<file path="src/rtl/fetch_stage.sv">
// fetch_stage: instruction fetch with PC ownership, request/ack memory handshake,
// redirect with in-flight drop, and a 1-entry skid buffer toward decode.
module fetch_stage #(
  parameter logic [31:0] RESET_PC = 32'h0000_0000
) (
  input  logic        clock,
  input  logic        reset,
  output logic        imem_ren,
  output logic [31:0] imem_addr,
  input  logic [31:0] imem_rdata,
  input  logic        imem_ack,
  input  logic        redirect,
  input  logic [31:0] redirect_pc,
  input  logic        stall,
  output logic        if_valid,
  output logic [31:0] if_instr,
  output logic [31:0] if_pc,
  output logic [31:0] if_pc_plus4,
  output logic        fetch_err
);
  typedef enum logic [1:0] {REQ, DRAIN, HOLD} state_t;
  state_t      state;
  logic        running;
  logic [31:0] pc;
  logic [31:0] fetch_addr;
  logic [31:0] skid_instr;
  logic [31:0] skid_pc;
  logic [31:0] target;
  logic [31:0] next_addr;
  logic        slot_free;
  assign target    = {redirect_pc[31:2], 2'b00};
  assign next_addr = fetch_addr + 32'd4;
  assign slot_free = !if_valid || !stall;
  // running stays low for the first edge after reset so the bus is idle during reset
  assign imem_ren  = running && state != HOLD;
  assign imem_addr = running ? fetch_addr : 32'd0;
  always_ff @(posedge clock or negedge reset) begin
    if (!reset) begin
      state       <= REQ;
      running     <= 1'b0;
      pc          <= RESET_PC;
      fetch_addr  <= RESET_PC;
      skid_instr  <= 32'd0;
      skid_pc     <= 32'd0;
      if_valid    <= 1'b0;
      if_instr    <= 32'd0;
      if_pc       <= 32'd0;
      if_pc_plus4 <= 32'd0;
      fetch_err   <= 1'b0;
    end else if (!running) begin
      running <= 1'b1;
    end else if (redirect) begin
      pc       <= target;
      if_valid <= 1'b0;
      if (redirect_pc[1:0] != 2'b00) fetch_err <= 1'b1;
      // an unacked request must stay on the bus until the memory completes it
      if (state != HOLD && !imem_ack) begin
        state <= DRAIN;
      end else begin
        state      <= REQ;
        fetch_addr <= target;
      end
    end else begin
      case (state)
        REQ: begin
          if (imem_ack && slot_free) begin
            if_instr    <= imem_rdata;
            if_pc       <= fetch_addr;
            if_pc_plus4 <= next_addr;
            if_valid    <= 1'b1;
            pc          <= next_addr;
            fetch_addr  <= next_addr;
          end else if (imem_ack) begin
            skid_instr <= imem_rdata;
            skid_pc    <= fetch_addr;
            pc         <= next_addr;
            state      <= HOLD;
          end else if (!stall) begin
            if_valid <= 1'b0;
          end
        end
        HOLD: begin
          if (!stall) begin
            if_instr    <= skid_instr;
            if_pc       <= skid_pc;
            if_pc_plus4 <= skid_pc + 32'd4;
            if_valid    <= 1'b1;
            fetch_addr  <= pc;
            state       <= REQ;
          end
        end
        DRAIN: begin
          if (imem_ack) begin
            fetch_addr <= pc;
            state      <= REQ;
          end
        end
        default: state <= REQ;
      endcase
    end
  end
endmodule

</file>
<file path="config.mk">
export PLATFORM = sky130hd
export DESIGN_NAME = fetch_stage
export DESIGN_NICKNAME = d
export VERILOG_FILES = /design/src/rtl/fetch_stage.sv
export SDC_FILE = /design/constraint.sdc
export NUM_CORES = 1
export LEC_CHECK = 0
export CAP_MARGIN = 30
export CORE_MARGIN = 2
export CORE_UTILIZATION = 32
export CTS_CLUSTER_SIZE = 14
export DETAILED_ROUTE_END_ITERATION = 10
export HOLD_SLACK_MARGIN = 0.15
export PLACE_DENSITY_LB_ADDON = 0.12
export SYNTH_ARGS = -nofsm -noshare
export SYNTH_HDL_FRONTEND = slang
export SYNTH_SLANG_ARGS = --single-unit
export TNS_END_PERCENT = 30
</file>
<file path="constraint.sdc">
create_clock -name clock -period 2.1 [get_ports clock]
set_input_delay 0.42 -clock clock [delete_from_list [all_inputs] [get_ports clock]]
set_output_delay 0.42 -clock clock [all_outputs]
set_load 0.03 [all_outputs]
</file>
**After elaboration in Yosys (flattened, before gate mapping)**

Cells that the tools add are included.

- Logic and storage cells: 81
- Register bits: 229
- Output and inout bits: 131
- Bits of input ports: 69

- Equal/unequal tests: 13
- Muxes and demuxes: 32
- Reductions and logical operators: 21
- Bitwise operators: 2
- Add/sub/neg operators: 2

Operators with widths:

| cell | number |
|---|---|
| two-way mux 32 bit | 15 |
| case mux 32 bit (2 select lines) | 3 |
| case mux 32 bit (3 select lines) | 1 |
| adder 32 x 3 -> 32 bit (second input constant) | 2 |
| AND reduction 5 bit | 4 |
| inequality test 3 bit (second input constant) | 5 |
| two-way mux 2 bit | 5 |
| inequality test 2 bit (second input constant) | 4 |
| inequality test 4 bit (second input constant) | 2 |
| two-way mux 1 bit | 6 |
| case mux 2 bit (3 select lines) | 1 |
| AND reduction 3 bit | 2 |
| AND reduction 6 bit | 1 |
| nonzero test 2 bit | 3 |
| nonzero test 3 bit | 2 |
| nonzero test 4 bit | 1 |
| logical AND 1 bit | 3 |
| zero test 1 bit | 3 |
| == test 2 x 1 -> 1 bit (second input constant) | 1 |
| == test 2 bit (second input constant) | 1 |
| zero test 2 bit | 1 |
| inverter 1 bit | 2 |
| case mux 1 bit (2 select lines) | 1 |
| logical OR 1 bit | 1 |

**Logic depth before layout (Yosys ltp)**

Gate-level depths: netlist (run 1).

- Depth after elaboration: 6
- Depth in mapped cells: 10
- Depth with buffers taken out: 7

**Worst setup path after synthesis (run 1)**

OpenSTA, ideal clock, no wires.

- Path kind: flip-flop to flip-flop
- Start point: reg fetch_addr[3]
- End point: reg fetch_addr[30]
- Slack: -0.045 ns
- Required time: 1.965 ns
- Period minus slack after synthesis: 2.145 ns
- Stages on the path, launching flop included: 8
- Library setup time: 0.135 ns
- Data arrival time: 2.010 ns
- Buffers on the path: 1
- Path through: dfrtp_1 > ha_1 > clkbuf_1 > nand4_1 > or4_1 > o21a_1 > o31ai_1 > o22ai_1

- Longest elaborated chain between the ends: 4

Ends and longest elaborated chain:

| what | RTL line | source |
|---|---|---|
| from (decl) | 25 | `logic [31:0] fetch_addr;` |
| from (signal assigned) | 61 | `fetch_addr <= target;` |
| from (signal assigned) | 72 | `fetch_addr <= next_addr;` |
| from (signal assigned) | 88 | `fetch_addr <= pc;` |
| adder 32 x 3 -> 32 bit | 32 | `assign next_addr = fetch_addr + 32'd4;` |
| two-way mux 32 bit | 66 | `if (imem_ack && slot_free) begin` |
| case mux 32 bit (3 select lines) | 64 | `case (state)` |
| two-way mux 32 bit | 52 | `end else if (redirect) begin` |

No other way between the ends. The select of a mux whose other input is x is not followed.
A chain may end at the register's enable or synchronous reset.

**Worst setup path after layout (run 1)**

- Start point: reg running
- End point: out imem_addr[16]

- Longest elaborated chain between the ends: 1

Ends and longest elaborated chain:

| what | RTL line | source |
|---|---|---|
| from (decl) | 23 | `logic running;` |
| from (signal assigned) | 40 | `running <= 1'b0;` |
| from (signal assigned) | 51 | `running <= 1'b1;` |
| two-way mux 32 bit | 36 | `assign imem_addr = running ? fetch_addr : 32'd0;` |
| to (decl) | 9 | `output logic [31:0] imem_addr,` |

No other way between the ends.

==> run metrics, run 1 <==
status finished clean; Tcrit/Tclk final 99.0%; Final ANT Viol Nets 0; VDD IR max around 0.00068 V; simple-gate share of the synthesized area between 15 and 20%; hold_ws 0.192 ns; ANT cells 0; main area contributors after synthesis dfrtp_1, mux2i_1, mux2_2; Die ar. between 30000 and 40000 um^2; Final Wtd Congestion roughly 0.86; Clock Sinks around 230; Overall Global Routing Usage 20.3%; max incr delay on CP 0.45 ns; clock root buffer clkbuf_16; Clock transition at path regs 0.06 ns; initial antenna violation count 0; largest net degree at the start of global routing 69; cts bufs inserted 28; synthesized area 11800 um^2; FF+latch area 5680 um^2; Core ar. between 30000 and 40000 um^2; clock skew after layout 0.0206 ns; register area share after synthesis between 40% and 50%; post-synthesis cell count 1213; crit path max-delay cell type dfrtp_2; first-pass GRT wire length roughly 60000 um; Final Max Tran Viols 0; min Tclk post-route between 2 and 2.5 ns; Avg Synthesized Cell Area 9.71 um^2; yosys synthesis warning count 0; multi-input logic area 5820 um^2; GRT busiest layer met2; initial DRC count 590; Synth Area in Adders 0.531%; number of top-level pins 200; via count of the routed design roughly 10000; clk_lat worst skew 0.55 ns; Synthesized Nets 1287; area grow syn2layout 41.4%; post-DP HPWL 28300 um; complex-gate fraction of the synthesized area 14.8%; Max-Cap Viols 0; cell row count 70; H-tree levels 1; CTS tree yes; Starting Density 32.3%; Crit path max-delay family flip-flops; Buf/Inv on CP 2; worst path cell trace buf_6, and2_1, buf_4; CP required 1.68 ns; met1 Usage GRT 28.5%; vias in the first global route 10200; crit path DAT around 1.7 ns; fill count 3505; Nets roughly 1600; Unique masters post-synth 63; xor and xnor area share after synthesis 2.53%; power per cell area 1290 nW/um^2; DRC viols 0; Port-buffer cells around 200; Routed WL per cell 19.8 um; Detailed Route WL 39100 um; Bufs on Longest Clock Path 3; leading cell types by count after synthesis dfrtp_1, nand2_1, o21ai_0; maximum fanout along the worst path 22; ratio of cells with drive above 1 in the final layout 22.8%; die width 196 um; final setup fails 0; RSZ-0062 raised after global routing true; largest family of logic cells by synthesized area simple AND/OR/NAND/NOR gates; via density per instance 5.14; Critical Path Source Type flop; Main synth FF type dfrtp_1; Final Hold Vio Count 0; mux cell area share after synthesis 13.6%; Final TNS setup 0 ns; Setup crit end kind output pin; drt first pass iters 5; area share of the largest cell type after synthesis 48.2%; maximum clock rate 481 MHz; count leader, synth dfrtp_1; Hold Crit Class primary input to flop; ys async rst share 100%; EDFF count, synth 0; GRT overflow 0; Seq cells post-synth between 200 and 250; M3 GR Usage 3.23%; r2r setup slk 0.06 ns; Lkg Pwr 7.17 nW; Die Height 196 um; WS Path Type flop to output pin; GRT met2 Usage 33.0%; Yosys top cell by area dfrtp_1
## registers in the layout (all words and copies together), names as in the netlist
register     count
fetch_err        1
if_pc           32
skid_pc         32
running          1
skid_instr      32
state            2
fetch_addr      32
if_pc_plus4     30
if_instr        32
if_valid         1
pc              32
## power breakdown
group | total [mW] | switching (mW) | internal, mW
Clock | 5.14 | 1.94 | 3.20
Sequential | 7.00 | 1.05 | 5.95
Combinational | 9.30 | 5.27 | 4.02
Total | 21.4 | 8.27 | 13.2
## final cells by class
| cell class | instances | area share [%] |
|---|---|---|
| multi-input combinational | 864 | 35.0 |
| sequential | 227 | 34.1 |
| timing repair buffer | 349 | 20.9 |
| clock buffer | 44 | 5.23 |
| tap | 468 | 3.52 |
| clock inverter | 8 | 0.759 |
| inverter | 21 | 0.496 |
## cells by family after synthesis
kind of cell | after synthesis
AO/OA/AOI/OAI | 286
adder cells (fa/ha/maj) | 5
XOR/XNOR | 34
other | 1
multiplexers | 152
buffers and inverters | 122
flip-flops | 227
AND/OR/NAND/NOR | 386
## placed cells by master (no fill, tap or decap), drive strengths merged, types with 3 or more instances in the layout
master / Yosys / routed
nor4: 11 / 11
xor2: 11 / 11
xnor2: 23 / 23
o221ai: 11 / 11
bufinv: 0 / 3
o21a: 6 / 6
mux2: 63 / 63
o31ai: 24 / 24
nand2: 163 / 163
and2: 34 / 34
buf: 29 / 182
o31a: 6 / 6
nor3: 23 / 23
a21oi: 37 / 37
dlymetal6s2s: 0 / 7
mux2i: 89 / 89
nor2: 51 / 51
o21ai: 141 / 141
nand3: 26 / 26
o22ai: 10 / 10
clkdlybuf4s50: 0 / 152
nand4: 18 / 18
clkbuf: 72 / 46
a22o: 3 / 3
a31oi: 6 / 6
or3: 6 / 6
ha: 5 / 5
dfrtp: 227 / 227
nand2b: 21 / 21
inv: 21 / 20
dlygate4sd2: 0 / 5
and4: 9 / 9
o211ai: 13 / 13
and3: 16 / 16
or4: 5 / 5
o2bb2ai: 5 / 5
clkinv: 0 / 5
a211oi: 3 / 3
## per-stage QoR
step	area [um^2]	total power [mW]	instances	utilization [%]	setup slack, ns
6_report	16600	21.4	1981	45.7	0.0201
5_1_grt	16600	22.7	1981	45.7	-0.0587
4_1_cts	16400	21.6	1976	45.0	-0.0171
3_5_place_dp	15300	16.3	1921	42.0	-0.388
3_3_place_gp	15300	16.2	1921	42.0	-0.306
2_1_floorplan	11800	11.9	1213	-	-0.0348
## routing by layer
metal | up-vias | share of wire, %
met3 | 44 | 4.7
met2 | 229 | 46
met1 | 5018 | 47
li1 | 4882 | -
met4 | 0 | 2.1
met5 | - | 0
## final timing paths
check / end / cells past startpoint / startpoint
setup reg to reg: if_pc_plus4[30] / 7 / skid_pc[2]
max in group asynchronous: if_instr[13] / 3 / reset
hold / removal: if_valid / 2 / redirect
setup / recovery: imem_addr[16] / 3 / running
hold reg to reg: fetch_err / 1 / fetch_err
min in group asynchronous: fetch_err / 2 / reset
## timing repair
item,in CTS,in global routing
setup buffers,2,3
hold buffers,1,0
endpoints found under the hold margin,73,0
endpoints found under the setup margin,40,116
pin swaps,2,3
cloned,0,2
gates resized for setup,23,45
No activity file was read; power rests on OpenSTA's default activity.
==> run 2: changes to the inputs <==
GPL_ROUTABILITY_DRIVEN = 0   (was not set)
clock period = 2.6 ns   (was 2.1 ns; I/O delays follow)
==> run 2 against run 1 <==
Worst setup slack improved by 0.061 ns. Global-route usage decreased by 0.67 points. Sequential power shrank 17%. Sequential share of layout area grew 2.1 points. Non-clock buffer count down 71. Wire length shrank 3.2%. Critical path type unchanged. Largest cell class is now registers. Largest power group unchanged.
==> run metrics, run 2 (same netlist as run 1, synthesis figures left out) <==
Die Height 196 um (unchanged); Final Max Tran Viols 0 (unchanged); VDD IR max 0.000666 V (-1.3%); CP required 2.08 ns (+0.40 ns); r2r setup slk 0.27 ns (+0.21 ns); Final Hold Vio Count 0 (unchanged); via density per instance 5.15 (+0.37%); initial DRC count 663 (+12%); Worst Hold Depth 1 (-1); Critical Path Source Type flop; Nets 1495 (-4.5%); GRT overflow 0 (unchanged); crit path max-delay cell type dfrtp_1; status finished clean; worst r2r src fetch_addr[22]; power per cell area 1060 nW/um^2 (-17%); Clock transition at path regs 0.06 ns (about the same); clock skew after layout 0.0138 ns (-0.00676 ns); largest net degree at the start of global routing 72 (+4.3%); WS Path Type flop to output pin; maximum clock rate around 400 MHz; Bufs on Longest Clock Path 3 (unchanged); Routed WL per cell 19.8 um (+0.49%); crit path DAT 2.00 ns (+0.34 ns); first-pass GRT wire length 58800 um (-3.5%); Core ar. 36400 um^2 (unchanged); Hold Startpoint fetch_err; Post CTS Setup Buffer Count 0 (-2); Detailed Route WL 37900 um (-3.2%); maximum fanout along the worst path 11 (-50%); CTS tree yes; Tcrit/Tclk final a little over nine tenths; H-tree levels 1 (unchanged); ANT cells 0 (unchanged); Setup crit end kind output pin; min Tclk post-route between 2 and 3 ns; Lkg Pwr 6.60 nW (-7.9%); Hold Crit Class flop to flop; vias in the first global route 9476 (-7.1%); Port-buffer cells 199 (unchanged); total power 16.7 mW (-22%); initial antenna violation count 0 (unchanged); Clock Sinks 227 (unchanged); Final ANT Viol Nets 0 (unchanged); max incr delay on CP 0.56 ns (+0.11 ns); reg2reg path depth 6 (-1); ratio of cells with drive above 1 in the final layout 16.7% (-6.1 points); Overall Global Routing Usage 19.6% (-0.67 points); Final TNS setup 0 ns (unchanged); cts bufs inserted 29 (+3.6%); post-DP HPWL 27100 um (-4.1%); final setup fails 0 (unchanged); number of top-level pins 200 (unchanged); Slew Limit Headroom between 50% and 60%; capturing point of the worst reg2reg path if_pc_plus4[28]; commonest non-fill, non-tap cell in the layout dfrtp_1; Starting Density 32.3% (unchanged); worst-margin pin slew 0.653 ns; via count of the routed design 9840 (-3.3%); Die ar. 38300 um^2 (unchanged); RSZ-0062 raised after global routing false; most frequent cells in the layout dfrtp_1, clkdlybuf4s50_1, nand2_1; Max-Cap Viols 0 (unchanged); clk_lat worst skew 0.56 ns (about the same); cell row count 70 (unchanged); worst path cell trace inv_1, nor2_1, buf_12; die width 196 um (unchanged); DRC viols 0 (unchanged); clock root buffer clkbuf_16; area grow syn2layout 33.3%; drt first pass iters 5 (unchanged); Hold Path Sink fetch_err
run 2: cell types whose count changed in the layout (fill, tap and decap cells not counted), moves of 5 or more:
cell	previous run	this run
clkdlybuf4s50_1	152	164
nor2_4	5	0
buf_12	29	20
dlygate4sd2_1	5	0
nor2_1	40	49
buf_4	146	91
dlymetal6s2s_1	7	0
run 2: metrics by stage:
step | cells | worst slack (ns) | util (%) | area (um^2) | hold WS, ns
finish | 1909 | 0.0808 | 43.1 | 15700 | 0.468
global route | 1909 | 0.00787 | 43.1 | 15700 | 0.485
CTS | 1909 | 0.0686 | 43.1 | 15700 | 0.463
detailed placement | 1857 | 0.0151 | 40.4 | 14700 | 0.456
global placement | 1857 | 0.0525 | 40.4 | 14700 | 0.456
floorplan | 1213 | 0.455 | - | 11800 | 0.224
run 2: how the worst max path moves through the flow:
stage | start | end | slack [ns] | depth (start not counted)
CTS | running | imem_addr[21] | 0.07 | 3
global route | running | imem_addr[31] | 0.008 | 3
global placement | imem_ack | fetch_addr[16] | 0.05 | 7
floorplan | fetch_addr[3] | fetch_addr[30] | 0.46 | 7
finish | running | imem_addr[31] | 0.08 | 3
detailed placement | stall | if_instr[7] | 0.02 | 7
run 2: critical path, delay by kind of cell (launching register included):
kind | cells | cell delay [ns]
DFF | 1 | 0.56
and+or+nand+nor | 1 | 0.37
buffers and inverters | 2 | 0.51
run 2: timing repair:
| item | CTS | global route |
|---|---|---|
| hold endpoints to repair | 65 | 0 |
| gates resized for setup | 0 | 2 |
| hold buffers | 1 | 0 |
| setup endpoints to repair | 0 | 1 |
run 2: report_power, final:
part	total (mW)	switching [mW]	internal, mW
Clock	4.00	1.59	2.41
Sequential	5.83	1.03	4.80
Combinational	6.87	3.95	2.92
Total	16.7	6.57	10.1
run 2: routing by layer:
metal	up-vias	wire length, um	part of all wire [%]	global-route usage (%)
met5	-	0	0	0
met4	0	663	1.7	4.26
met3	45	1840	4.8	2.99
met2	248	17700	47	31.5
met1	4818	17700	47	28.1
li1	4729	-	-	-
run 2: layout make-up:
type,instances,area (um^2)
clock buffer,44,882
clock inverter,7,67.6
fill,3558,20700
inverter,21,78.8
multi-input combinational,864,5650
sequential,227,5680
tap,468,586
timing repair buffer,278,2760
==> run 3: changes to the inputs <==
SKIP_LAST_GASP = 1   (was not set)
==> run 3 against run 2 <==
Wire length hardly changed. Register-to-register slack hardly changed. First-iteration DRC count is 1.1% higher. Worst setup slack better by 0.013 ns. Utilization hardly changed. Power hardly changed. Sequential share of layout area hardly changed. Hold slack hardly changed. Combinational power hardly changed. Clock skew is 0.00081 ns lower. Highest routed layer unchanged.
==> run metrics, run 3 (same netlist as run 1, synthesis figures left out) <==
status finished clean; commonest non-fill, non-tap cell in the layout dfrtp_1; total power 16.7 mW (about the same); Post CTS Setup Buffer Count 0 (unchanged); via count of the routed design 9855 (+0.15%); ratio of cells with drive above 1 in the final layout 16.6% (-0.069 points); WS Path Type flop to output pin; Hold Crit Class flop to flop; fin util 43.1% (about the same); RSZ-0062 raised after global routing true; Port-buffer cells 199 (unchanged); clock skew after layout 0.0130 ns (-0.000808 ns); Core ar. 36400 um^2 (unchanged); vias in the first global route 9476 (unchanged); Die ar. 38300 um^2 (unchanged); ANT cells 0 (unchanged); r2r setup slk 0.28 ns (about the same); clock root buffer clkbuf_16; Setup crit end kind output pin; DP Cell Count 1857 (unchanged); initial antenna violation count 0 (unchanged); maximum clock rate 399 MHz (+0.53%); number of top-level pins 200 (unchanged); Critical Path Source Type flop; crit path DAT 1.99 ns (about the same); drt first pass iters 5 (unchanged); min Tclk post-route 2.51 ns (-0.0134 ns); Tcrit/Tclk final 96.4% (-0.51 points); hold_ws 0.468 ns (-0.0000340 ns); CTS tree yes; final setup fails 0 (unchanged); power per cell area 1060 nW/um^2 (about the same); Max-Cap Viols 0 (unchanged); Final Max Tran Viols 0 (unchanged); via density per instance 5.16 (+0.15%); max incr delay on CP 0.56 ns (about the same); first-pass GRT wire length 58800 um (unchanged); GRT overflow 0 (unchanged); crit path max-delay cell type dfrtp_1; final non-filler cell total 1909 (unchanged); Lkg Pwr 6.60 nW (about the same); Detailed Route WL 37900 um (about the same); Overall Global Routing Usage 19.6% (unchanged); Final Hold Vio Count 0 (unchanged); worst path cell trace inv_1, nor2_1, buf_12; Nets 1495 (unchanged); Die Height 196 um (unchanged); Bufs on Longest Clock Path 3 (unchanged); H-tree levels 1 (unchanged); CP required 2.08 ns (about the same); Starting Density 32.3% (unchanged); most frequent cells in the layout dfrtp_1, clkdlybuf4s50_1, nand2_1; area grow syn2layout 33.3% (about the same); clk_lat worst skew 0.56 ns (about the same); Slew Limit Headroom 56.2% (-0.13 points); cts bufs inserted 29 (unchanged); Final ANT Viol Nets 0 (unchanged); DRC viols 0 (unchanged); post-DP HPWL 27100 um (unchanged); VDD IR max 0.000666 V (unchanged); Clock transition at path regs 0.06 ns (about the same); largest net degree at the start of global routing 72 (unchanged); maximum fanout along the worst path 11 (unchanged); Routed WL per cell 19.9 um (about the same); initial DRC count 670 (+1.1%); die width 196 um (unchanged); Clock Sinks 227 (unchanged); worst-margin pin slew 0.655 ns (+0.00193 ns); cell row count 70 (unchanged)
-- run 3: changes by cell type in the layout (fill, tap and decap cells not counted) --
cell    change
nor2_1      +1
nor2_2      -1
-- run 3: critical path, delay by kind of cell (launching register included) --
family | cells | cell delay, ns
DFF | 1 | 0.56
buffers and inverters | 2 | 0.51
and+or+nand+nor | 1 | 0.37
-- run 3: path summary, 6_finish.rpt --
kind,startpoint,end,depth (start not counted)
max in group asynchronous,reset,if_pc_plus4[5],3
min in group asynchronous,reset,pc[1],2
max,running,imem_addr[31],3
max reg2reg,fetch_addr[22],if_pc_plus4[28],6
min,fetch_err,fetch_err,1
min reg2reg,fetch_err,fetch_err,1
-- run 3: power breakdown --
group	switching, mW	leakage (nW)	internal, mW
Combinational	3.95	3.27	2.92
Clock	1.59	0.474	2.41
Sequential	1.03	2.86	4.80
-- run 3: final cells by class --
type                       count  area, um^2
tap                          468         586
multi-input combinational    864        5650
clock buffer                  44         882
sequential                   227        5680
inverter                      21        78.8
clock inverter                 7        67.6
fill                        3557       20700
timing repair buffer         278        2760
-- run 3: what timing repair did --
item	4_1_cts	5_1_grt
hold buffers	1	0
endpoints found under the hold margin	65	0
gates resized for setup	0	1
endpoints found under the setup margin	0	1
-- run 3: metal layers --
metal	GRT usage, %	wire length (um)
met3	2.99	1830
met1	28.1	17700
met5	0	0
met4	4.26	691
met2	31.5	17700
-- run 3: metrics by stage --
step           TNS (ns)  setup WS, ns  area (um^2)
5_1_grt        -0.00718      -0.00718        15700
3_5_place_dp          0        0.0151        14700
6_report              0        0.0942        15700
2_1_floorplan         0         0.455        11800
3_3_place_gp          0        0.0525        14700
4_1_cts               0        0.0686        15700
